--- src/rtl/uart_frame_tx_pkg.sv ---
// -----------------------------------------------------------------------------
// uart_frame_tx_pkg
// Shared constants and types for the UART serial transmit stage.
//   CLKS_PER_BIT_DEF : default clock cycles per serial bit (100 MHz / 9600 baud)
//   FRAME_W          : frame width including start and stop bits
//   START_BIT        : bit position of the start bit inside a frame
//   STOP_BIT         : bit position of the stop bit inside a frame
//   IDLE_LVL         : level of the serial line when nothing is being sent
//   tx_state_e       : transmit FSM state encoding
// -----------------------------------------------------------------------------
package uart_frame_tx_pkg;

  localparam int   CLKS_PER_BIT_DEF = 10417;
  localparam int   FRAME_W          = 10;
  localparam int   START_BIT        = 0;
  localparam int   STOP_BIT         = FRAME_W - 1;
  localparam logic IDLE_LVL         = 1'b1;

  typedef enum logic {
    ST_IDLE  = 1'b0,
    ST_SHIFT = 1'b1
  } tx_state_e;

endpackage : uart_frame_tx_pkg

--- src/rtl/uart_baud_cnt.sv ---
// -----------------------------------------------------------------------------
// uart_baud_cnt
// Bit-period counter shared by the UART transmit and receive stages. Counts
// 0..CLKS_PER_BIT-1 while enabled and wraps; a synchronous clear forces it
// back to zero (clear has priority over enable).
// Ports:
//   i_clk     : system clock, rising edge
//   i_rst_n   : asynchronous reset, active-low
//   i_en      : count enable
//   i_clr     : synchronous clear to zero
//   o_bit_end : high in the last cycle of a bit period (count at terminal
//               value while enabled)
// -----------------------------------------------------------------------------
module uart_baud_cnt #(
  parameter int CLKS_PER_BIT = uart_frame_tx_pkg::CLKS_PER_BIT_DEF
) (
  input  logic i_clk,
  input  logic i_rst_n,
  input  logic i_en,
  input  logic i_clr,
  output logic o_bit_end
);

  localparam int CNT_W = (CLKS_PER_BIT > 1) ? $clog2(CLKS_PER_BIT) : 1;
  localparam logic [CNT_W-1:0] LAST_CNT = CNT_W'(CLKS_PER_BIT - 1);

  logic [CNT_W-1:0] r_cnt;
  logic             w_at_last;

  assign w_at_last = (r_cnt == LAST_CNT);

  always_ff @(posedge i_clk or negedge i_rst_n) begin
    if (!i_rst_n) begin
      r_cnt <= '0;
    end else if (i_clr) begin
      r_cnt <= '0;
    end else if (i_en) begin
      if (w_at_last) begin
        r_cnt <= '0;
      end else begin
        r_cnt <= r_cnt + 1'b1;
      end
    end
  end

  assign o_bit_end = i_en & w_at_last;

endmodule : uart_baud_cnt

--- src/rtl/uart_frame_tx.sv ---
// -----------------------------------------------------------------------------
// uart_frame_tx
// Serial transmit stage. Takes a pre-formatted frame {stop, data, start} from
// the upstream stage over a rdy/confirm handshake into a one-entry holding
// register, then shifts it out LSB-first, one bit every CLKS_PER_BIT clocks.
// While a frame is on the line the next one can already be parked in the
// holding register; it follows the current stop bit with no idle gap.
// Ports:
//   clk      : system clock, rising edge
//   rst      : asynchronous reset, active-low
//   frame_in : frame from upstream (bit 0 = start, MSB = stop), valid with rdy
//   rdy      : upstream has a frame ready (level, held until confirm is seen)
//   confirm  : one-cycle pulse, frame_in has been captured
//   TX       : serial line, idle high
//   busy     : a frame is shifting or the holding register is occupied
// -----------------------------------------------------------------------------
module uart_frame_tx #(
  parameter int CLKS_PER_BIT = uart_frame_tx_pkg::CLKS_PER_BIT_DEF,
  parameter int FRAME_W      = uart_frame_tx_pkg::FRAME_W
) (
  input  logic               clk,
  input  logic               rst,
  input  logic [FRAME_W-1:0] frame_in,
  input  logic               rdy,
  output logic               confirm,
  output logic               TX,
  output logic               busy
);

  import uart_frame_tx_pkg::*;

  localparam int BIT_W = $clog2(FRAME_W);
  localparam logic [BIT_W-1:0] LAST_BIT = BIT_W'(FRAME_W - 1);

  tx_state_e          r_state;
  tx_state_e          w_state_nxt;
  logic [FRAME_W-1:0] r_shift;
  logic [FRAME_W-1:0] w_shift_nxt;
  logic [FRAME_W-1:0] r_hold;
  logic [FRAME_W-1:0] w_hold_nxt;
  logic               r_hold_full;
  logic               w_hold_full_nxt;
  logic [BIT_W-1:0]   r_bit_cnt;
  logic [BIT_W-1:0]   w_bit_cnt_nxt;
  logic               r_confirm;
  logic               r_busy;

  logic w_bit_end;
  logic w_baud_en;
  logic w_baud_clr;
  logic w_take;
  logic w_capture;

  assign w_baud_en = (r_state == ST_SHIFT);

  uart_baud_cnt #(
    .CLKS_PER_BIT(CLKS_PER_BIT)
  ) u_baud (
    .i_clk    (clk),
    .i_rst_n  (rst),
    .i_en     (w_baud_en),
    .i_clr    (w_baud_clr),
    .o_bit_end(w_bit_end)
  );

  // State register
  always_ff @(posedge clk or negedge rst) begin
    if (!rst) begin
      r_state <= ST_IDLE;
    end else begin
      r_state <= w_state_nxt;
    end
  end

  // Next-state, shift/hold datapath and handshake decisions
  always_comb begin
    w_state_nxt   = r_state;
    w_shift_nxt   = r_shift;
    w_bit_cnt_nxt = r_bit_cnt;
    w_take        = 1'b0;
    w_baud_clr    = 1'b0;

    case (r_state)
      ST_IDLE: begin
        if (r_hold_full) begin
          w_take        = 1'b1;
          w_shift_nxt   = r_hold;
          w_bit_cnt_nxt = '0;
          w_baud_clr    = 1'b1;
          w_state_nxt   = ST_SHIFT;
        end
      end
      ST_SHIFT: begin
        if (w_bit_end) begin
          if (r_bit_cnt == LAST_BIT) begin
            w_bit_cnt_nxt = '0;
            if (r_hold_full) begin
              // Reload straight after the stop bit: back-to-back frames.
              w_take      = 1'b1;
              w_shift_nxt = r_hold;
            end else begin
              w_state_nxt = ST_IDLE;
            end
          end else begin
            // Fill with the idle level so a stale bit can never reach TX.
            w_shift_nxt   = {IDLE_LVL, r_shift[FRAME_W-1:1]};
            w_bit_cnt_nxt = r_bit_cnt + 1'b1;
          end
        end
      end
      default: begin
        w_state_nxt = ST_IDLE;
      end
    endcase

    // The previous-cycle confirm guard covers the one cycle in which upstream
    // still holds rdy after being confirmed. A transfer out of the holding
    // register takes precedence over a new capture in the same cycle.
    w_capture = rdy & ~r_hold_full & ~r_confirm & ~w_take;

    w_hold_nxt = w_capture ? frame_in : r_hold;
    if (w_take) begin
      w_hold_full_nxt = 1'b0;
    end else if (w_capture) begin
      w_hold_full_nxt = 1'b1;
    end else begin
      w_hold_full_nxt = r_hold_full;
    end
  end

  always_ff @(posedge clk or negedge rst) begin
    if (!rst) begin
      r_shift     <= '0;
      r_hold      <= '0;
      r_hold_full <= 1'b0;
      r_bit_cnt   <= '0;
      r_confirm   <= 1'b0;
      r_busy      <= 1'b0;
    end else begin
      r_shift     <= w_shift_nxt;
      r_hold      <= w_hold_nxt;
      r_hold_full <= w_hold_full_nxt;
      r_bit_cnt   <= w_bit_cnt_nxt;
      r_confirm   <= w_capture;
      // Built from next-state values so busy lines up with state/hold_full.
      r_busy      <= (w_state_nxt == ST_SHIFT) | w_hold_full_nxt;
    end
  end

  // TX decoded from state so reset forces the line idle without waiting for
  // a clock edge.
  assign TX      = (r_state == ST_SHIFT) ? r_shift[START_BIT] : IDLE_LVL;
  assign confirm = r_confirm;
  assign busy    = r_busy;

endmodule : uart_frame_tx

--- config.mk ---
export PLATFORM = sky130hd
export DESIGN_NAME = uart_frame_tx
export DESIGN_NICKNAME = d
export VERILOG_FILES = /design/src/rtl/uart_frame_tx_pkg.sv /design/src/rtl/uart_baud_cnt.sv /design/src/rtl/uart_frame_tx.sv
export SDC_FILE = /design/constraint.sdc
export NUM_CORES = 1
export LEC_CHECK = 0
export ABC_AREA = 1
export CAP_MARGIN = 5
export CORE_ASPECT_RATIO = 0.6
export CORE_UTILIZATION = 40
export DETAILED_ROUTE_END_ITERATION = 7
export PLACE_DENSITY_LB_ADDON = 0.12
export SYNTH_ARGS = -nofsm -noshare
export SYNTH_HDL_FRONTEND = slang
export SYNTH_SLANG_ARGS = --single-unit
--- constraint.sdc ---
create_clock -name clk -period 2.4 [get_ports clk]
set_input_delay 0.72 -clock clk [delete_from_list [all_inputs] [get_ports clk]]
set_output_delay 0.72 -clock clk [all_outputs]
set_load 0.01 [all_outputs]
* Yosys cells after proc, flatten, opt, wreduce, memory -nomap -nowiden
Cells that the tools add are included.
** Storage, ports and cells
- Output and inout port bits :: 3
- Bits in registers :: 42
** Cells by class
- $add $sub $neg :: 2
- Bitwise operators :: 9
- Equality and inequality tests :: 4
- Reduce and logical (&&, ||, !) cells :: 2
- Mux-type cells :: 22
** Operator list (count)
- $mux W14 :: 3
- $mux W10 :: 3
- $pmux W10 S2 :: 1
- $add A14 B1 Y14 const B :: 1
- $eq A14 B14 Y1 const B :: 1
- $mux W4 :: 3
- $mux W1 :: 9
- $pmux W4 S2 :: 1
- $add A4 B1 Y4 const B :: 1
- $and A1 B1 Y1 :: 4
- $eq A4 B4 Y1 const B :: 1
- $not A1 Y1 :: 4
- $pmux W1 S2 :: 2
- $ne A2 B1 Y1 const B :: 1
- $ne A2 B2 Y1 const B :: 1
- $reduce_and A2 Y1 :: 1
- $reduce_bool A2 Y1 :: 1
- $or A1 B1 Y1 :: 1

* Depth between registers and ports, before layout
- Word-level depth :: 9
- Gate-level depth with buffers :: 11
- Depth with buffers taken out :: 11

* Hierarchy
A second synthesis with hierarchy kept.
** Second synthesis, totals
- Cell total of the unflattened synthesis :: 345
- Area total of the unflattened synthesis :: 2428.6 µm²
** By module, submodules not included
- uart_frame_tx :: instances 1, cells an instance 204, area an instance 1482.7 µm², seq. area each 700.7 µm²
- uart_baud_cnt :: instances 1, cells an instance 141, area an instance 945.9 µm², seq. area each 350.3 µm²

* Least setup slack after synthesis
No wires, ideal clock.
- Path kind :: register to register
- From :: reg u_baud.r_cnt[0]
- To :: reg r_busy, in the netlist busy
- Clock period less this slack :: 1542 ps
- Setup time :: 132 ps
- Stages on the path, launching flop included :: 9
- Data arrival time :: 1410 ps
- Path slack :: 858 ps
- Cells stage by stage :: dfrtp_1 inv_1 ha_1 inv_1 nor2_1 nand3b_4 o21ai_4 buf_6 nand4_1
** Between the ends
- Word-level cells in the longest chain between the ends :: 9
- Elaborated cells between the ends (all ways) :: 11
- Classes of those cells :: 1 x eq/ne; 6 x mux; 4 x bitwise
** RTL lines
- start, declared :: RTL line uart_baud_cnt.sv:27 : logic [CNT_W-1:0] r_cnt;
- start signal, assigned :: RTL line uart_baud_cnt.sv:41 : r_cnt <= r_cnt + 1'b1;
- $eq A14 B14 Y1 (*) :: RTL line uart_baud_cnt.sv:30 : assign w_at_last = (r_cnt == LAST_CNT);
- $and A1 B1 Y1 (*) :: RTL line uart_baud_cnt.sv:46 : assign o_bit_end = i_en & w_at_last;
- $mux W1 :: RTL line uart_frame_tx.sv:94 : if (w_bit_end) begin
- $pmux W1 S2 :: RTL line uart_frame_tx.sv:83 : case (r_state)
- $not A1 Y1 :: RTL line uart_frame_tx.sv:119 : w_capture = rdy & ~r_hold_full & ~r_confirm & ~w_take;
- $and A1 B1 Y1 :: RTL line uart_frame_tx.sv:119
- $mux W1 :: RTL line uart_frame_tx.sv:124 : end else if (w_capture) begin
- $mux W1 :: RTL line uart_frame_tx.sv:122 : if (w_take) begin
- $or A1 B1 Y1 (*) :: RTL line uart_frame_tx.sv:146 : r_busy <= (w_state_nxt == ST_SHIFT) | w_hold_full_nxt;
- end signal, assigned :: RTL line uart_frame_tx.sv:146
- end, declared :: RTL line uart_frame_tx.sv:46 : logic r_busy;
Every way passes the cells marked *; elsewhere a longest branch is shown, timed or not.
A chain may end at the register's enable or synchronous reset.

* Worst setup path after layout
- From :: reg r_state
- To :: out TX
** Between the ends
- Word-level cells in the longest chain between the ends :: 1
** RTL lines
- start, declared :: RTL line uart_frame_tx.sv:35 : tx_state_e r_state;
- start signal, assigned :: RTL line uart_frame_tx.sv:71 : r_state <= w_state_nxt;
- $mux W1 :: RTL line uart_frame_tx.sv:152 : assign TX = (r_state == ST_SHIFT) ? r_shift[START_BIT] : IDLE_LVL;
- end, declared :: RTL line uart_frame_tx.sv:26 : output logic TX,
Every way passes these cells.

==> implementation parameters <==
Parameter                              Value

Global route
  Antenna violations before repair    0
  Met3 usage in global routing    4.76%
  Highest-utilization routing layer at the global route stage    met1
  Pin count of the biggest net entering global routing    43
  GR met1 Demand/Resource    32.9%
  Global route overflow    0
  Vias in the first global route    1997
  Wire length of the first global-routing pass    10100 µm
  Combined global-route utilization of all metal layers    19.8%
  Global-route met2 utilization    24.0%

Synth
  Top cells by instance count after synthesis    192 x nand2_1, 42 x dfrtp_1, 26 x inv_1
  Distinct cells, synth    25
  Cell accounting for the most synthesized area    dfrtp_1
  Synthesis warning total    0
  Ys async rst share    100%
  Netlist Area Pre-Place    2510 µm²
  Main flop type after synthesis    dfrtp_1
  Mean post-synth cell area    6.85 µm²
  Share of Yosys cell area claimed by the top area cell type    41.8%
  Leading cell type by number of instances after synthesis    nand2_1
  Synthesized instance count    367
  Synth Net Count    384
  Synth top area cells    dfrtp_1 42%, nand2_1 29%, nand3_1 4.2%, inv_1 3.9%, nor2_1 3.7%
  Register area share after synthesis    41.8%
  Flops & latches, synth    42
  Post-synth EDFFs    0

Detailed routing
  Detailed-router iteration count before antenna repair    4
  Aggregate routed wire length    5830 µm
  Final routed wire length divided by cell count    12.6 µm
  Mean number of vias per cell    4.76
  Via count of the routed design    2193
  Count of nets left with antenna violations after detail routing    0
  Remaining routing DRC violations    0
  Iter 0 DRT Violations    154

Die
  Core Rows    21
  Die height    63.4 µm
  Die extent in x    104 µm
  Initial Utilization    43.3%
  Die Footprint    6610 µm²
  IO Pins    16
  Core Footprint    5810 µm²

Clocking
  Count of clock tree sinks    42
  Clk Tree Root Cell    clkbuf_8
  Clock-pin slew of the registers on the worst-case setup and hold paths    0.09 ns
  Buffer levels on the longest clock path    2
  Resized cells post-CTS    0
  CTS tree    built
  Total CTS buffers    5
  Clock insertion delay at the later pin of the skew report    0.30 ns
  Hold buffer count at CTS    0
  Post-CTS Repair Setup Buffers    0
  Number of H-tree branching levels    2

Power and ir drop
  Reg power frac    49.9%
  Relative contribution of combinational cells to total power    27.1%
  Cell internal power dissipation    1.31 mW
  Proportion of total power due to net switching    38.4%
  Peak ir drop on the vdd network    0.000323 V
  Static Leak    1.46 nW
  Switching power    0.816 mW
  Total power    2.12 mW
  Power density over cell area    757 nW/µm²
  Portion of total power attributed to the clock network    22.9%

Flow run
  Count of max-cap constraint violations    0

STA
  Transition time of the tightest slew-check pin    0.563 ns
  Unrepaired setup endpoints after global routing    no
  Final period util    83.7%
  Post-route minimum period    2.01 ns
  Final count of pins violating max slew    0
  Worst rel slew slack    62.3%
  Clock Skew    0.00632 ns
  Max Fclk    498 MHz
  Final total negative setup slack    0 ns
  Setup violations, final    0
  Hold Violations, Final    0

Setup path
  Arrival time of the worst setup path    1.29 ns
  Worst setup path class    flip-flop to output pin
  Worst reg2reg path depth    7
  Setup slack of the worst register-to-register path    0.49 ns
  Critical register-to-register path endpoint    busy
  Endpoint required time on the critical path    1.68 ns
  Crit path launch type    flip-flop
  Origin of the critical flop-to-flop path    u_baud.r_cnt[0]
  CP endpoint kind    output pin
  CP Max Fanout    2

Place
  Number of cells after detailed placement    453
  Placed cell areas    2710 µm²
  Routability-driven placement congestion ratio    0.831
  Port buffer count    15
  HPWL Detailed    4090 µm

Final layout
  Fraction of final layout cells with drive strength greater than 1    6.30%
  Core occupancy in the finished layout    48.3%
  Final std cells w/o fill    461
  Antenna diodes    0
  Design area    2810 µm²
  Area overhead of the layout relative to synthesis    11.7%
  Area used by multi-input combinational logic    1280 µm²
  Sequential cell area    1050 µm²
  Fin nets    397
  # fillers    607

Outcome
  Outcome    finished clean

Hold path
  Classification of the worst-slack hold path    primary input to async pin
==> logic make-up after synthesis <==
group,count (synthesis),share of synthesized area (%)
buf+inv,41,7.32
xor+xnor,6,2.09
compound gates,17,3.93
fa+ha+maj,4,1.99
flops,42,41.8
simple gates,257,42.8
==> worst max path at each step <==
stage                                from  depth (start not counted)          end  slack (ns)
after CTS                         r_state                          2           TX        0.37
after global routing      u_baud.r_cnt[0]                          7         busy        0.30
after detailed placement              rdy                          7  r_hold_full        0.48
after floorplan           u_baud.r_cnt[0]                          8         busy        0.86
after global placement                rdy                          7  r_hold_full        0.49
final                             r_state                          2           TX        0.39
==> placed cells by master (no fill, tap or decap) <==
| master | netlist | routed |
|---|---|---|
| a21o_1 | 1 | 1 |
| a21oi_1 | 1 | 1 |
| buf_2 | 9 | 1 |
| buf_4 | 1 | 5 |
| clkbuf_8 | 0 | 5 |
| clkdlybuf4s50_1 | 0 | 14 |
| clkinv_1 | 1 | 1 |
| clkinv_4 | 0 | 1 |
| clkinvlp_4 | 0 | 1 |
| dfrtp_1 | 42 | 42 |
| ha_1 | 4 | 4 |
| inv_1 | 26 | 26 |
| inv_6 | 0 | 1 |
| nand2_1 | 192 | 192 |
| nand2_2 | 2 | 2 |
| nand3_1 | 21 | 21 |
| nand3_2 | 2 | 2 |
| nand3b_4 | 1 | 1 |
| nand4_1 | 7 | 7 |
| nor2_1 | 25 | 25 |
| nor2_2 | 1 | 1 |
| nor2_4 | 2 | 2 |
| nor3_1 | 3 | 3 |
| nor3_4 | 1 | 1 |
| o21ai_0 | 14 | 14 |
| o21ai_4 | 1 | 1 |
| xnor2_1 | 3 | 3 |
| xor2_1 | 3 | 3 |
==> power by group through the flow <==
stage | clock [mW] | sequential [mW] | combinational (mW)
after floorplan | 0 | 0.994 | 0.457
after global placement | 0 | 1.07 | 0.559
after detailed placement | 0 | 1.07 | 0.568
after CTS | 0.508 | 1.06 | 0.574
after global routing | 0.537 | 1.09 | 0.667
final | 0.487 | 1.06 | 0.577
==> through the flow <==
stage / worst slack, ns / hold slack (ns)
floorplan: 0.858 / 0.424
global placement: 0.490 / 0.460
detailed placement: 0.479 / 0.466
CTS: 0.372 / 0.490
global route: 0.296 / 0.520
finish: 0.390 / 0.476
==> flip-flops by register name (all words and copies together) (netlist names) <==
register      count
u_baud.r_cnt     14
r_hold           10
r_shift          10
r_bit_cnt         4
busy              1
confirm           1
r_hold_full       1
r_state           1
==> worst max-delay path, cell delays in order (launching register included) <==
cell and delay, ns:
dfrtp_1 0.39, nand2_1 0.07, clkdlybuf4s50_1 0.53
==> layout make-up <==
class                   instances  area share, %
clock inverters                 3          0.892
inverters                      27           3.61
multi-input cells             284           45.5
flip-flops and latches         42           37.4
well taps                      80           3.57
repair buffers                 20           6.51
clock buffers                   5           2.45
==> metal layers <==
layer / routed length, µm / up-vias
li1: - / 1155
met1: 3480 / 983
met2: 2000 / 47
met5: 0 / -
met3: 282 / 8
met4: 61 / 0
(Power assumes the default switching activity.)
